--- config.mk ---
export PLATFORM = sky130hd
export DESIGN_NAME = param_datapath_flat
export DESIGN_NICKNAME = d
export VERILOG_FILES = /design/src/rtl/param_datapath_if.sv /design/src/rtl/param_datapath.sv /design/src/flat_wrapper.sv
export SDC_FILE = /design/constraint.sdc
export NUM_CORES = 1
export LEC_CHECK = 0
export ABC_AREA = 0
export CORE_MARGIN = 5
export CORE_UTILIZATION = 35
export CTS_BUF_LIST = sky130_fd_sc_hd__clkbuf_4 sky130_fd_sc_hd__clkbuf_8 sky130_fd_sc_hd__clkbuf_16
export DETAILED_ROUTE_END_ITERATION = 7
export HOLD_SLACK_MARGIN = 0.15
export MAX_ROUTING_LAYER = met4
export PLACE_DENSITY_LB_ADDON = 0.05
export SLEW_MARGIN = 10
export SYNTH_ARGS = -nofsm -noshare
export SYNTH_HDL_FRONTEND = slang
export SYNTH_SLANG_ARGS = --single-unit
--- constraint.sdc ---
create_clock -name clk -period 8.3 [get_ports clk]
set_clock_uncertainty 0.1 [all_clocks]
set_input_delay 1.66 -clock clk [delete_from_list [all_inputs] [get_ports clk]]
set_output_delay 1.66 -clock clk [all_outputs]
set_load 0.03 [all_outputs]
--- src/rtl/param_datapath_if.sv ---
// Command/result bundle for param_datapath: command handshake plus the
// registered result strobe and flags.
interface param_datapath_if #(
  parameter int WIDTH = 16,
  parameter int NREG  = 4
);
  localparam int SW = (NREG > 1) ? $clog2(NREG) : 1;

  logic             cmd_valid;
  logic             cmd_ready;
  logic             cmd_load;
  logic [3:0]       cmd_op;
  logic [SW-1:0]    cmd_xsel;
  logic [SW-1:0]    cmd_ysel;
  logic [SW-1:0]    cmd_dst;
  logic [WIDTH-1:0] mem_data;
  logic             res_valid;
  logic [WIDTH-1:0] res_data;
  logic             res_zero;
  logic             res_carry;

  modport master (
    output cmd_valid, cmd_load, cmd_op, cmd_xsel, cmd_ysel, cmd_dst, mem_data,
    input  cmd_ready, res_valid, res_data, res_zero, res_carry
  );

  modport slave (
    input  cmd_valid, cmd_load, cmd_op, cmd_xsel, cmd_ysel, cmd_dst, mem_data,
    output cmd_ready, res_valid, res_data, res_zero, res_carry
  );
endinterface

--- src/rtl/param_datapath.sv ---
// Register-file datapath: accept -> EXEC -> WB, one command per two cycles,
// with write-back forwarding and a hardwired-zero register 0.
module param_datapath #(
  parameter int WIDTH = 16,
  parameter int NREG  = 4
) (
  input logic             clk,
  input logic             rst_n,
  param_datapath_if.slave bus
);
  localparam int SW = (NREG > 1) ? $clog2(NREG) : 1;

  typedef enum logic [1:0] {IDLE, EXEC, WB} state_t;

  state_t           state, state_nxt;
  logic             accept;
  logic [WIDTH-1:0] regs [NREG];
  logic [WIDTH-1:0] x_rd, y_rd;

  logic [3:0]       op_p1;
  logic             load_p1;
  logic [SW-1:0]    dst_p1;
  logic [WIDTH-1:0] mem_p1, x_p1, y_p1;

  logic [WIDTH:0]   alu_out;
  logic [WIDTH-1:0] res_nxt;
  logic             carry_nxt;

  logic [WIDTH-1:0] res_p2;
  logic             zero_p2, carry_p2, vld_p2;

  // Result in the low WIDTH bits, carry/borrow in the top bit.
  function automatic logic [WIDTH:0] alu(input logic [3:0] op,
                                         input logic [WIDTH-1:0] x,
                                         input logic [WIDTH-1:0] y);
    logic [WIDTH:0] r;
    r = '0;
    case (op)
      4'd0:    r = {1'b0, x} + {1'b0, y};
      4'd1:    r = {1'b0, x} - {1'b0, y};
      4'd2:    r = {1'b0, x & y};
      4'd3:    r = {1'b0, x | y};
      4'd4:    r = {1'b0, x ^ y};
      4'd5:    r = {1'b0, ~x};
      4'd6:    r = {x, 1'b0};
      4'd7:    r = {x[0], 1'b0, x[WIDTH-1:1]};
      4'd8:    r = {1'b0, x};
      4'd9:    r = {1'b0, y};
      default: r = '0;
    endcase
    return r;
  endfunction

  function automatic logic is_zero(input logic [WIDTH-1:0] v);
    return (v == '0);
  endfunction

  assign accept        = bus.cmd_valid && bus.cmd_ready;
  assign bus.cmd_ready = rst_n && ((state == IDLE) || (state == WB));
  assign bus.res_valid = vld_p2;
  assign bus.res_data  = res_p2;
  assign bus.res_zero  = zero_p2;
  assign bus.res_carry = carry_p2;

  always_ff @(posedge clk or negedge rst_n) begin
    if (!rst_n) state <= IDLE;
    else        state <= state_nxt;
  end

  always_comb begin
    state_nxt = state;
    case (state)
      IDLE:    if (accept) state_nxt = EXEC;
      EXEC:    state_nxt = WB;
      WB:      state_nxt = accept ? EXEC : IDLE;
      default: state_nxt = IDLE;
    endcase
  end

  // A command accepted in WB must see the value about to be written back.
  always_comb begin
    x_rd = regs[bus.cmd_xsel];
    y_rd = regs[bus.cmd_ysel];
    if (state == WB && dst_p1 != '0 && bus.cmd_xsel == dst_p1) x_rd = res_p2;
    if (state == WB && dst_p1 != '0 && bus.cmd_ysel == dst_p1) y_rd = res_p2;
  end

  // Stage p1: command and operands captured at the accept edge
  always_ff @(posedge clk or negedge rst_n) begin
    if (!rst_n) begin
      op_p1   <= '0;
      load_p1 <= 1'b0;
      dst_p1  <= '0;
      mem_p1  <= '0;
      x_p1    <= '0;
      y_p1    <= '0;
    end else if (accept) begin
      op_p1   <= bus.cmd_op;
      load_p1 <= bus.cmd_load;
      dst_p1  <= bus.cmd_dst;
      mem_p1  <= bus.mem_data;
      x_p1    <= x_rd;
      y_p1    <= y_rd;
    end
  end

  always_comb begin
    alu_out   = alu(op_p1, x_p1, y_p1);
    res_nxt   = alu_out[WIDTH-1:0];
    carry_nxt = alu_out[WIDTH];
    if (load_p1) begin
      res_nxt   = mem_p1;
      carry_nxt = 1'b0;
    end
  end

  // Stage p2: result registered on the EXEC->WB edge, valid for the WB cycle
  always_ff @(posedge clk or negedge rst_n) begin
    if (!rst_n) begin
      res_p2   <= '0;
      zero_p2  <= 1'b0;
      carry_p2 <= 1'b0;
      vld_p2   <= 1'b0;
    end else begin
      vld_p2 <= (state == EXEC);
      if (state == EXEC) begin
        res_p2   <= res_nxt;
        zero_p2  <= is_zero(res_nxt);
        carry_p2 <= carry_nxt;
      end
    end
  end

  // Write-back on the edge leaving WB; register 0 is never written.
  always_ff @(posedge clk or negedge rst_n) begin
    if (!rst_n) begin
      for (int i = 0; i < NREG; i++) regs[i] <= '0;
    end else if (state == WB && dst_p1 != '0) begin
      regs[dst_p1] <= res_p2;
    end
  end
endmodule

--- src/flat_wrapper.sv ---
// flat-port wrapper written by rule: the top's interface ports become plain ports
module param_datapath_flat 
#(
  parameter int WIDTH = 16,
  parameter int NREG  = 4
)
  (clk, rst_n, bus_cmd_valid, bus_cmd_load, bus_cmd_op, bus_cmd_xsel, bus_cmd_ysel, bus_cmd_dst, bus_mem_data, bus_cmd_ready, bus_res_valid, bus_res_data, bus_res_zero, bus_res_carry);
  param_datapath_if #(.WIDTH(WIDTH), .NREG(NREG)) bus_i ();
  input logic clk;
  input logic rst_n;
  input wire logic [$bits(bus_i.cmd_valid)-1:0] bus_cmd_valid;
  input wire logic [$bits(bus_i.cmd_load)-1:0] bus_cmd_load;
  input wire logic [$bits(bus_i.cmd_op)-1:0] bus_cmd_op;
  input wire logic [$bits(bus_i.cmd_xsel)-1:0] bus_cmd_xsel;
  input wire logic [$bits(bus_i.cmd_ysel)-1:0] bus_cmd_ysel;
  input wire logic [$bits(bus_i.cmd_dst)-1:0] bus_cmd_dst;
  input wire logic [$bits(bus_i.mem_data)-1:0] bus_mem_data;
  output wire logic [$bits(bus_i.cmd_ready)-1:0] bus_cmd_ready;
  output wire logic [$bits(bus_i.res_valid)-1:0] bus_res_valid;
  output wire logic [$bits(bus_i.res_data)-1:0] bus_res_data;
  output wire logic [$bits(bus_i.res_zero)-1:0] bus_res_zero;
  output wire logic [$bits(bus_i.res_carry)-1:0] bus_res_carry;
  assign bus_i.cmd_valid = bus_cmd_valid;
  assign bus_i.cmd_load = bus_cmd_load;
  assign bus_i.cmd_op = bus_cmd_op;
  assign bus_i.cmd_xsel = bus_cmd_xsel;
  assign bus_i.cmd_ysel = bus_cmd_ysel;
  assign bus_i.cmd_dst = bus_cmd_dst;
  assign bus_i.mem_data = bus_mem_data;
  assign bus_cmd_ready = bus_i.cmd_ready;
  assign bus_res_valid = bus_i.res_valid;
  assign bus_res_data = bus_i.res_data;
  assign bus_res_zero = bus_i.res_zero;
  assign bus_res_carry = bus_i.res_carry;
  param_datapath #(.WIDTH(WIDTH), .NREG(NREG)) u_core (.clk(clk), .rst_n(rst_n), .bus(bus_i));
endmodule
==> results of run 1 <==
==> cell type report <==
class	count	area share
Clock buffer	18	0.0427
Sequential cell	140	0.340
Inverter	50	0.0182
Multi-Input combinational cell	634	0.488
Timing Repair Buffer	64	0.0587
Tap cell	330	0.0401
Clock inverter	14	0.0124
==> logic make-up after synthesis <==
kind of cell / count (synthesis) / synth area share
and+or+nand+nor: 236 / 0.113
AOI/OAI and AO/OA: 191 / 0.144
DFF: 140 / 0.391
muxes: 128 / 0.203
buffers and inverters: 117 / 0.0505
adders and majority gates: 50 / 0.0706
xor gates and xnor gates: 29 / 0.0283
==> worst reg2reg max path, stage by stage, from the launching register on <==
cell	delay [ns]
dfrtp_1	0.71
inv_2	0.49
nand3_1	0.44
nor2_1	0.65
nor2_1	0.12
xnor2_1	0.16
ha_1	0.33
o21a_1	0.20
o31a_1	0.15
o32ai_4	0.36
o21bai_2	0.13
a221oi_2	0.26
nor3_1	0.09
xor2_1	0.14
a221o_1	0.36
o41ai_2	0.33
==> power by group through the flow <==
stage               Sequential [W]  Clock [W]  Combinational [W]
CTS                        0.00119   0.000759            0.00174
global route               0.00122   0.000789            0.00192
global placement           0.00118          0            0.00172
floorplan                  0.00112          0            0.00126
finish                     0.00119   0.000742            0.00174
detailed placement         0.00120          0            0.00173
==> worst paths after layout <==
path	depth (start not counted)	slack, ns	end	from
max in group asynchronous	2	5.60	u_core.bus.res_data[8]	rst_n
min in group asynchronous	1	1.17	u_core.dst_p1[0]	rst_n
setup reg to reg	15	3.15	u_core.bus.res_zero	u_core.op_p1[2]
setup / recovery	15	3.15	u_core.bus.res_zero	u_core.op_p1[2]
hold reg to reg	0	0.29	u_core.regs[53]	u_core.regs[53]
hold / removal	0	0.29	u_core.regs[53]	u_core.regs[53]
==> per-layer routing <==
| metal | vias up | GRT usage |
|---|---|---|
| li1 | 3252 | - |
| met4 | 0 | 0.0517 |
| met1 | 3659 | 0.284 |
| met5 | - | - |
| met3 | 20 | 0.0265 |
| met2 | 139 | 0.318 |
==> layout by cell type (no fill, tap or decap), drive strengths merged, types with 7 or more instances in the layout <==
cell	netlist	routed
ha	49	49
nor2b	8	8
inv	46	54
mux4	38	38
clkbuf	49	18
o21a	7	7
a21oi	23	23
a22oi	9	9
mux2i	41	41
a221oi	25	25
o32ai	8	8
clkdlybuf4s50	0	48
clkinv	4	7
nand3	9	9
mux2	49	49
dfrtp	140	140
a31oi	8	8
o22ai	8	8
buf	18	16
nor2	38	38
xnor2	24	24
nor3	13	13
o21ai	70	70
nand2	141	141
==> cell usage after synthesis (all sizes together), types with 24 or more instances <==
cell type,count
nor2,38
ha,49
xnor2,24
o21ai,70
a221oi,25
mux2,49
inv,46
mux2i,41
nand2,141
clkbuf,49
dfrtp,140
mux4,38
==> stage by stage <==
step / area (µm²) / hold slack [ns] / utilization
after floorplan: 8970 / 0.341 / -
after global placement: 9730 / 0.276 / 0.386
after detailed placement: 9730 / 0.283 / 0.386
after CTS: 10300 / 0.297 / 0.409
after global routing: 10300 / 0.315 / 0.409
final: 10300 / 0.294 / 0.409
==> flip-flops by register name (all words and copies together) (netlist names) <==
register / flops
u_core.regs: 64
u_core.bus.res_zero: 1
u_core.bus.res_carry: 1
u_core.bus.res_valid: 1
u_core.load_p1: 1
u_core.op_p1: 4
u_core.x_p1: 16
u_core.dst_p1: 2
u_core.state: 2
u_core.y_p1: 16
u_core.mem_p1: 16
u_core.bus.res_data: 16
==> results by group, run 1 <==
GRT
  • Total grt overflow: 0
  • Vias in the first global route: 7,334
  • Initial antenna violation count: 0
  • Global-route wire length before repair: 44,100 µm
  • Pin count of the biggest net entering global routing: between 80 and 90
  • Total track usage: 0.204

Setup path
  • Setup crit end kind: flop
  • Max stage delay on crit path: 0.71 ns
  • Top cell family by delay on the critical path: compound AO/OA/AOI/OAI gates
  • Critical path startpoint category: flop
  • CP bufs+invs: 1
  • Critical Path Fanout Max: 21
  • Slowest stage cell, crit path: dfrtp_1
  • Critical-path cell list: inv_2 -> nand3_1 -> nor2_1 -> nor2_1 -> xnor2_1 -> ha_1 -> o21a_1 -> o31a_1 -> o32ai_4 -> o21bai_2 -> a221oi_2 -> nor3_1 -> xor2_1 -> a221o_1 -> o41ai_2
  • Crit path kind: flop to flop
  • Required time of the critical path: 8.52 ns
  • CP arrival: ~5.4 ns
  • Crit path top cell by count: nor2_1

Clock network
  • Num CTS Buffers: 17
  • CTS Root Cell: clkbuf_16
  • CTS max path bufs: 2
  • CTS clk-pin slew, worst paths: 0.07 ns
  • Clock latency on the worst-skew pair: between 0.4 and 0.5 ns
  • TritonCTS clock tree: yes
  • Setup bufs post-CTS: 0
  • CTS sink count: 140
  • Cts hold-fix bufs: 0
  • Htree depth: 4
  • CTS resizes: 0

Logic synthesis
  • Synth area leader: dfrtp_1
  • Syn_nets: 971
  • Post-synth ARST share: 1.00
  • Main synth FF type: dfrtp_1
  • Post-synth cell types: 61
  • Synth warn: 0
  • Yosys top cell area share: 0.391
  • Synth area leaders: dfrtp_1 (39%), mux4_2 (9.5%), ha_1 (6.8%), mux2_2 (6.2%), nand2_1 (5.9%)
  • Yosys reg bits: 140
  • Post-synthesis sequential area ratio: 0.391
  • Post-synth EDFFs: 0
  • Area of the mapped netlist: 8970 µm²
  • Syn Area/Cell: 10.1 µm²
  • Cells after synthesis: 891

Pwr
  • Reg power frac: 0.325
  • Switch share: 0.433
  • Comb power frac: 0.473
  • Leak pwr: 4.63 nW
  • Sw Pwr: 0.00159 W
  • Power Total: 0.00368 W
  • Pwr Density: 357 nW/µm²
  • Int Power: ~0.0021 W
  • Clock share of power: 0.202
  • Max VDD drop: 0.000144 V

Die
  • Chip height: approximately 170 µm
  • Die area: 28,900 µm²
  • Core box area: between 20,000 and 30,000 µm²
  • Initial Util: 0.356
  • Ports: 50
  • Site Rows: 58
  • Die width: 170 µm

Cells and area
  • Fin cells: 1,250
  • Filler cells: 2,464
  • Layout Area Growth over Synthesis: 14.8%
  • Antenna cells: 0
  • Footprint of the multi-input gates: 5020 µm²
  • Layout cell share with drive strength beyond 1: 0.158
  • Register area: 3500 µm²
  • Fin nets: between 900 and 1,000

Routing
  • DRT Pass-1 Iters: 5
  • Iteration-0 DRC Markers: approximately 550
  • DR vias: a little over 7,000
  • Met1 WL: around 14,000 µm
  • Top sig layer: met4
  • Via/cell ratio: about 5.7
  • Routed Antenna Nets: 0
  • Drt total wl: between 20,000 and 30,000 µm
  • DR WL met3: 798 µm
  • Wire length on met2: 13,400 µm
  • Residual DRC: 0
  • Wirelength per Cell: roughly 23 µm

Status
  • Status: finished, final reports clean

STA
  • Fin crit period: just over 5 ns
  • Final setup viols: 0
  • RSZ-0062 raised after global routing: no
  • Final worst-path setup slack: between 3 and 4 ns
  • Slew margin rel.: 0.239
  • FMAX: 194 MHz
  • Final worst path period share: 0.620
  • Final Hold Fails: 0
  • Setup TNS: 0 ns
  • Slew Viols, Final: 0
  • Slew at the pin closest to its max-slew limit: 1.14 ns

Placed design
  • Pre-CTS WS: 3.20 ns
  • Gp weighted congestion: 0.936
  • Placed insts: 1,218
  • # port buffers: a little under 50
  • Post-DP HPWL: 20,100 µm

Min path
  • Hold Crit Class: flop to flop

Run
  • Maxcap violations: 0
Power figures use the tool's default switching activity.
==> inputs of run 2 (changes only) <==
- clock period: 8.3 -> 4.8 ns (I/O delays scaled with it)
==> results by group, run 2 (synthesis results as in run 1) <==
Setup path
  • Critical Path Fanout Max: 13
  • Required time of the critical path: 5.02 ns
  • Critical path startpoint category: flop
  • CP arrival: approximately 4.5 ns
  • Setup crit end kind: flop
  • Crit path kind: flop to flop

GRT
  • Global-route wire length before repair: 44,000 µm
  • Total grt overflow: 0
  • Initial antenna violation count: 1
  • Global Route met1 Usage: 0.288
  • Vias in the first global route: 7,209
  • Pin count of the biggest net entering global routing: 84
  • Top Usage Layer GRT: met2
  • GR Util met2: 0.297
  • Met3 global-route usage: 0.0346
  • Total track usage: 0.203

Routing
  • Wirelength per Cell: between 20 and 25 µm
  • DRT Pass-1 Iters: 5
  • Drt total wl: approximately 28,000 µm
  • Iteration-0 DRC Markers: 518
  • Via/cell ratio: around 5.6
  • DR vias: roughly 7,000
  • Routed Antenna Nets: 0
  • Residual DRC: 0

Cells and area
  • Biggest register: u_core.regs
  • Fin nets: 997
  • Most frequent cells in the layout: nand2_1 (140), dfrtp_1 (140), o21ai_0 (68), mux2_2 (49), ha_1 (49)
  • Layout cell share with drive strength beyond 1: 0.167
  • Max reg flops: 64
  • Antenna cells: 0
  • Layout Area Growth over Synthesis: 16.1%

STA
  • Final worst-path setup slack: 0.504 ns
  • Final Hold Fails: 0
  • Slew margin rel.: 0.255
  • FMAX: 233 MHz
  • Fin crit period: 4.30 ns
  • Slew at the pin closest to its max-slew limit: around 1.1 ns
  • Final setup viols: 0
  • Setup TNS: 0 ns
  • Slew Viols, Final: 0
  • Final worst path period share: 0.895
  • RSZ-0062 raised after global routing: no

Clock network
  • Htree depth: 4
  • CTS Root Cell: clkbuf_16
  • CTS resizes: 0
  • TritonCTS clock tree: yes
  • CTS max path bufs: 2
  • CTS sink count: 140
  • Num CTS Buffers: 17
  • Clock latency on the worst-skew pair: 0.42 ns
  • Cts hold-fix bufs: 0
  • CTS clk-pin slew, worst paths: around 0.07 ns
  • Setup bufs post-CTS: 0

Pwr
  • Leak pwr: 4.69 nW
  • Pwr Density: slightly above 600 nW/µm²
  • Power Total: between 0.006 and 0.007 W
  • Max VDD drop: 0.000221 V

Die
  • Die width: 170 µm
  • Die area: 28,900 µm²
  • Ports: 50
  • Core box area: 25,200 µm²
  • Initial Util: 0.356
  • Chip height: between 150 and 200 µm
  • Site Rows: 58

Status
  • Status: finished, final reports clean

Run
  • Maxcap violations: 0

Placed design
  • # port buffers: 49
  • Post-DP HPWL: between 20,000 and 25,000 µm
  • Pre-CTS WS: 0.559 ns
  • Gp weighted congestion: between 0.9 and 1

Min path
  • Hold Crit Class: flop to flop
==> run 2: cell types whose count changed in the layout (fill, tap and decap cells not counted) <==
| cell | delta |
|---|---|
| buf_4 | +9 |
| inv_8 | +2 |
| buf_16 | +1 |
| bufinv_16 | +1 |
| clkinv_2 | -1 |
| clkinv_4 | -1 |
| clkinv_8 | -1 |
==> run 2: path summary, 6_finish.rpt <==
| check | slack (ns) | cells after the start | start | end |
|---|---|---|---|---|
| worst max-delay path | 0.50 | 14 | u_core.op_p1[3] | u_core.bus.res_zero |
| worst min-delay path | 0.29 | 0 | u_core.regs[60] | u_core.regs[60] |
| worst max register to register | 0.50 | 14 | u_core.op_p1[3] | u_core.bus.res_zero |
| worst min register to register | 0.29 | 0 | u_core.regs[60] | u_core.regs[60] |
| max in group asynchronous | 2.68 | 4 | rst_n | u_core.regs[56] |
| min in group asynchronous | 0.43 | 2 | rst_n | u_core.state[1] |
==> run 2: area by class of cell <==
cell class | instances | area (µm²)
Inverter | 50 | 188
Tap cell | 330 | 413
Clock buffer | 18 | 439
Clock inverter | 14 | 150
Timing Repair Buffer | 74 | 699
Sequential cell | 140 | 3500
Multi-Input combinational cell | 634 | 5020
Fill cell | 2439 | 14800
==> run 2: metrics by stage <==
stage	util	instances	hold WS (ns)	cell area (µm²)
after floorplan	-	891	0.341	8970
after global placement	0.389	1227	0.276	9800
after detailed placement	0.389	1227	0.283	9800
after CTS	0.412	1259	0.298	10400
after global routing	0.413	1260	0.307	10400
final	0.413	1260	0.295	10400
==> run 2: where the power goes <==
group / switching, W / internal, W
logic: 0.00169 / 0.00141
registers: 0.000511 / 0.00152
clock network: 0.000595 / 0.000752
total: 0.00279 / 0.00368
==> run 2: critical path, cell delays in order (launching register included) <==
cell and delay, ns:
dfrtp_1 0.57, clkinv_1 0.40, nand4_1 0.42, nor2_1 0.07, a21o_1 0.19, fa_1 0.41, nor2b_1 0.19, o31a_1 0.25
a211oi_1 0.09, a22oi_1 0.25, o21ai_0 0.20, and4b_1 0.38, and4_1 0.21, nand4_1 0.13, o41ai_2 0.32
==> run 2: per-layer routing <==
metal | vias up | routed length, µm
met5 | - | 0
li1 | 3262 | -
met1 | 3618 | 13600
met2 | 194 | 12700
met4 | 0 | 723
met3 | 41 | 1280
==> inputs of run 3 (changes only) <==
- GPL_ROUTABILITY_DRIVEN: not set -> 0
- SLEW_MARGIN: 10 -> 15
==> results by group, run 3 (synthesis results as in run 1) <==
Status
  • Status: finished, final reports clean

STA
  • Final Hold Fails: 0
  • Final setup viols: 0
  • Setup TNS: 0 ns
  • Slew at the pin closest to its max-slew limit: 1.16 ns
  • Slew margin rel.: 0.226
  • Final worst path period share: 0.894
  • FMAX: 233 MHz
  • RSZ-0062 raised after global routing: no
  • Slew Viols, Final: 0
  • Fin crit period: 4.29 ns

Setup path
  • Critical Path Fanout Max: 13
  • CP arrival: 4.51 ns
  • Setup crit end kind: flop
  • Required time of the critical path: 5.02 ns
  • Critical path startpoint category: flop
  • Crit path kind: flop to flop

Die
  • Ports: 50
  • Chip height: between 150 and 200 µm
  • Site Rows: 58
  • Die area: 28,900 µm²
  • Core box area: 25,200 µm²
  • Initial Util: 0.356
  • Die width: 170 µm

Routing
  • Wirelength per Cell: around 23 µm
  • Routed Antenna Nets: 0
  • Iteration-0 DRC Markers: around 640
  • DRT Pass-1 Iters: 6
  • DR vias: 7,122
  • Residual DRC: 0
  • Via/cell ratio: 5.65
  • Drt total wl: between 20,000 and 30,000 µm

Clock network
  • CTS sink count: 140
  • Htree depth: 4
  • CTS clk-pin slew, worst paths: 0.07 ns
  • Cts hold-fix bufs: 0
  • Setup bufs post-CTS: 0
  • Num CTS Buffers: 17
  • CTS Root Cell: clkbuf_16
  • Clock latency on the worst-skew pair: 0.42 ns
  • TritonCTS clock tree: yes
  • CTS max path bufs: 2
  • CTS resizes: 0

GRT
  • Global-route wire length before repair: 44,100 µm
  • Vias in the first global route: 7,341
  • Pin count of the biggest net entering global routing: 84
  • Total grt overflow: 0
  • Initial antenna violation count: 0
  • Total track usage: 0.205

Placed design
  • Post-DP HPWL: 20,200 µm
  • # port buffers: 49

Cells and area
  • Register area: 3500 µm²
  • Most frequent cells in the layout: nand2_1 (140), dfrtp_1 (140), o21ai_0 (68), mux2_2 (49), ha_1 (49)
  • Antenna cells: 0
  • Post-layout util: 0.414
  • Layout Area Growth over Synthesis: 16.2%
  • Footprint of the multi-input gates: 5020 µm²
  • Fin nets: 997
  • Max reg flops: 64
  • Biggest register: u_core.regs
  • Layout cell share with drive strength beyond 1: 0.167
  • Filler cells: 2,429

Min path
  • Hold Crit Class: flop to flop

Pwr
  • Pwr Density: 630 nW/µm²
  • Leak pwr: 4.69 nW
  • Max VDD drop: 0.000248 V

Run
  • Maxcap violations: 0
==> run 3: path summary, 6_finish.rpt <==
| kind | endpoint | start | cells past startpoint | slack (ns) |
|---|---|---|---|---|
| setup / recovery | u_core.bus.res_zero | u_core.op_p1[3] | 15 | 0.51 |
| hold / removal | u_core.regs[50] | u_core.regs[50] | 0 | 0.29 |
| setup reg to reg | u_core.bus.res_zero | u_core.op_p1[3] | 15 | 0.51 |
| max in group asynchronous | u_core.regs[40] | rst_n | 3 | 2.46 |
| min in group asynchronous | u_core.regs[19] | rst_n | 2 | 0.64 |
| hold reg to reg | u_core.regs[50] | u_core.regs[50] | 0 | 0.29 |
==> run 3: cell type report <==
| class | instances | share of cell area |
|---|---|---|
| clock inverters | 14 | 0.0178 |
| repair buffers | 74 | 0.0652 |
| flip-flops and latches | 140 | 0.336 |
| multi-input cells | 634 | 0.482 |
| well taps | 330 | 0.0396 |
| inverters | 50 | 0.0180 |
| clock buffers | 18 | 0.0415 |
==> run 3: per-layer routing <==
metal  vias to the layer above  wire length (µm)  track usage
met5                         -                 0            -
met4                         0               894       0.0747
met3                        50              1450       0.0372
met2                       245             12800        0.303
met1                      3565             13400        0.283
li1                       3262                 -            -
==> run 3: worst max-delay path, cell delays in order, from the launching register on <==
cell      delay (ns)
dfrtp_1         0.50
clkinv_1        0.27
nand3_1         0.14
nor2_1          0.52
nor2_1          0.11
xnor2_1         0.16
ha_1            0.33
o21a_1          0.20
o31a_1          0.16
o32ai_4         0.35
o21bai_2        0.12
a221oi_2        0.25
nor3_1          0.09
xor2_1          0.15
a221o_1         0.36
o41ai_2         0.34
==> run 3: power by group <==
part | switching [W] | internal (W) | leakage [nW]
logic | 0.00169 | 0.00141 | 2.56
clock network | 0.000567 | 0.000837 | 0.287
registers | 0.000533 | 0.00152 | 1.84
==> run 3: metrics by stage <==
step | setup slack [ns] | hold WS, ns | area (µm²) | std cells | total power (W)
final | 0.507 | 0.290 | 10400 | 1260 | 0.00657
after global routing | 0.161 | 0.307 | 10400 | 1260 | 0.00700
after CTS | 0.547 | 0.297 | 10400 | 1260 | 0.00658
after detailed placement | 0.596 | 0.283 | 9800 | 1228 | 0.00512
after global placement | 0.729 | 0.276 | 9800 | 1228 | 0.00509
after floorplan | 0.800 | 0.341 | 8970 | 891 | 0.00411
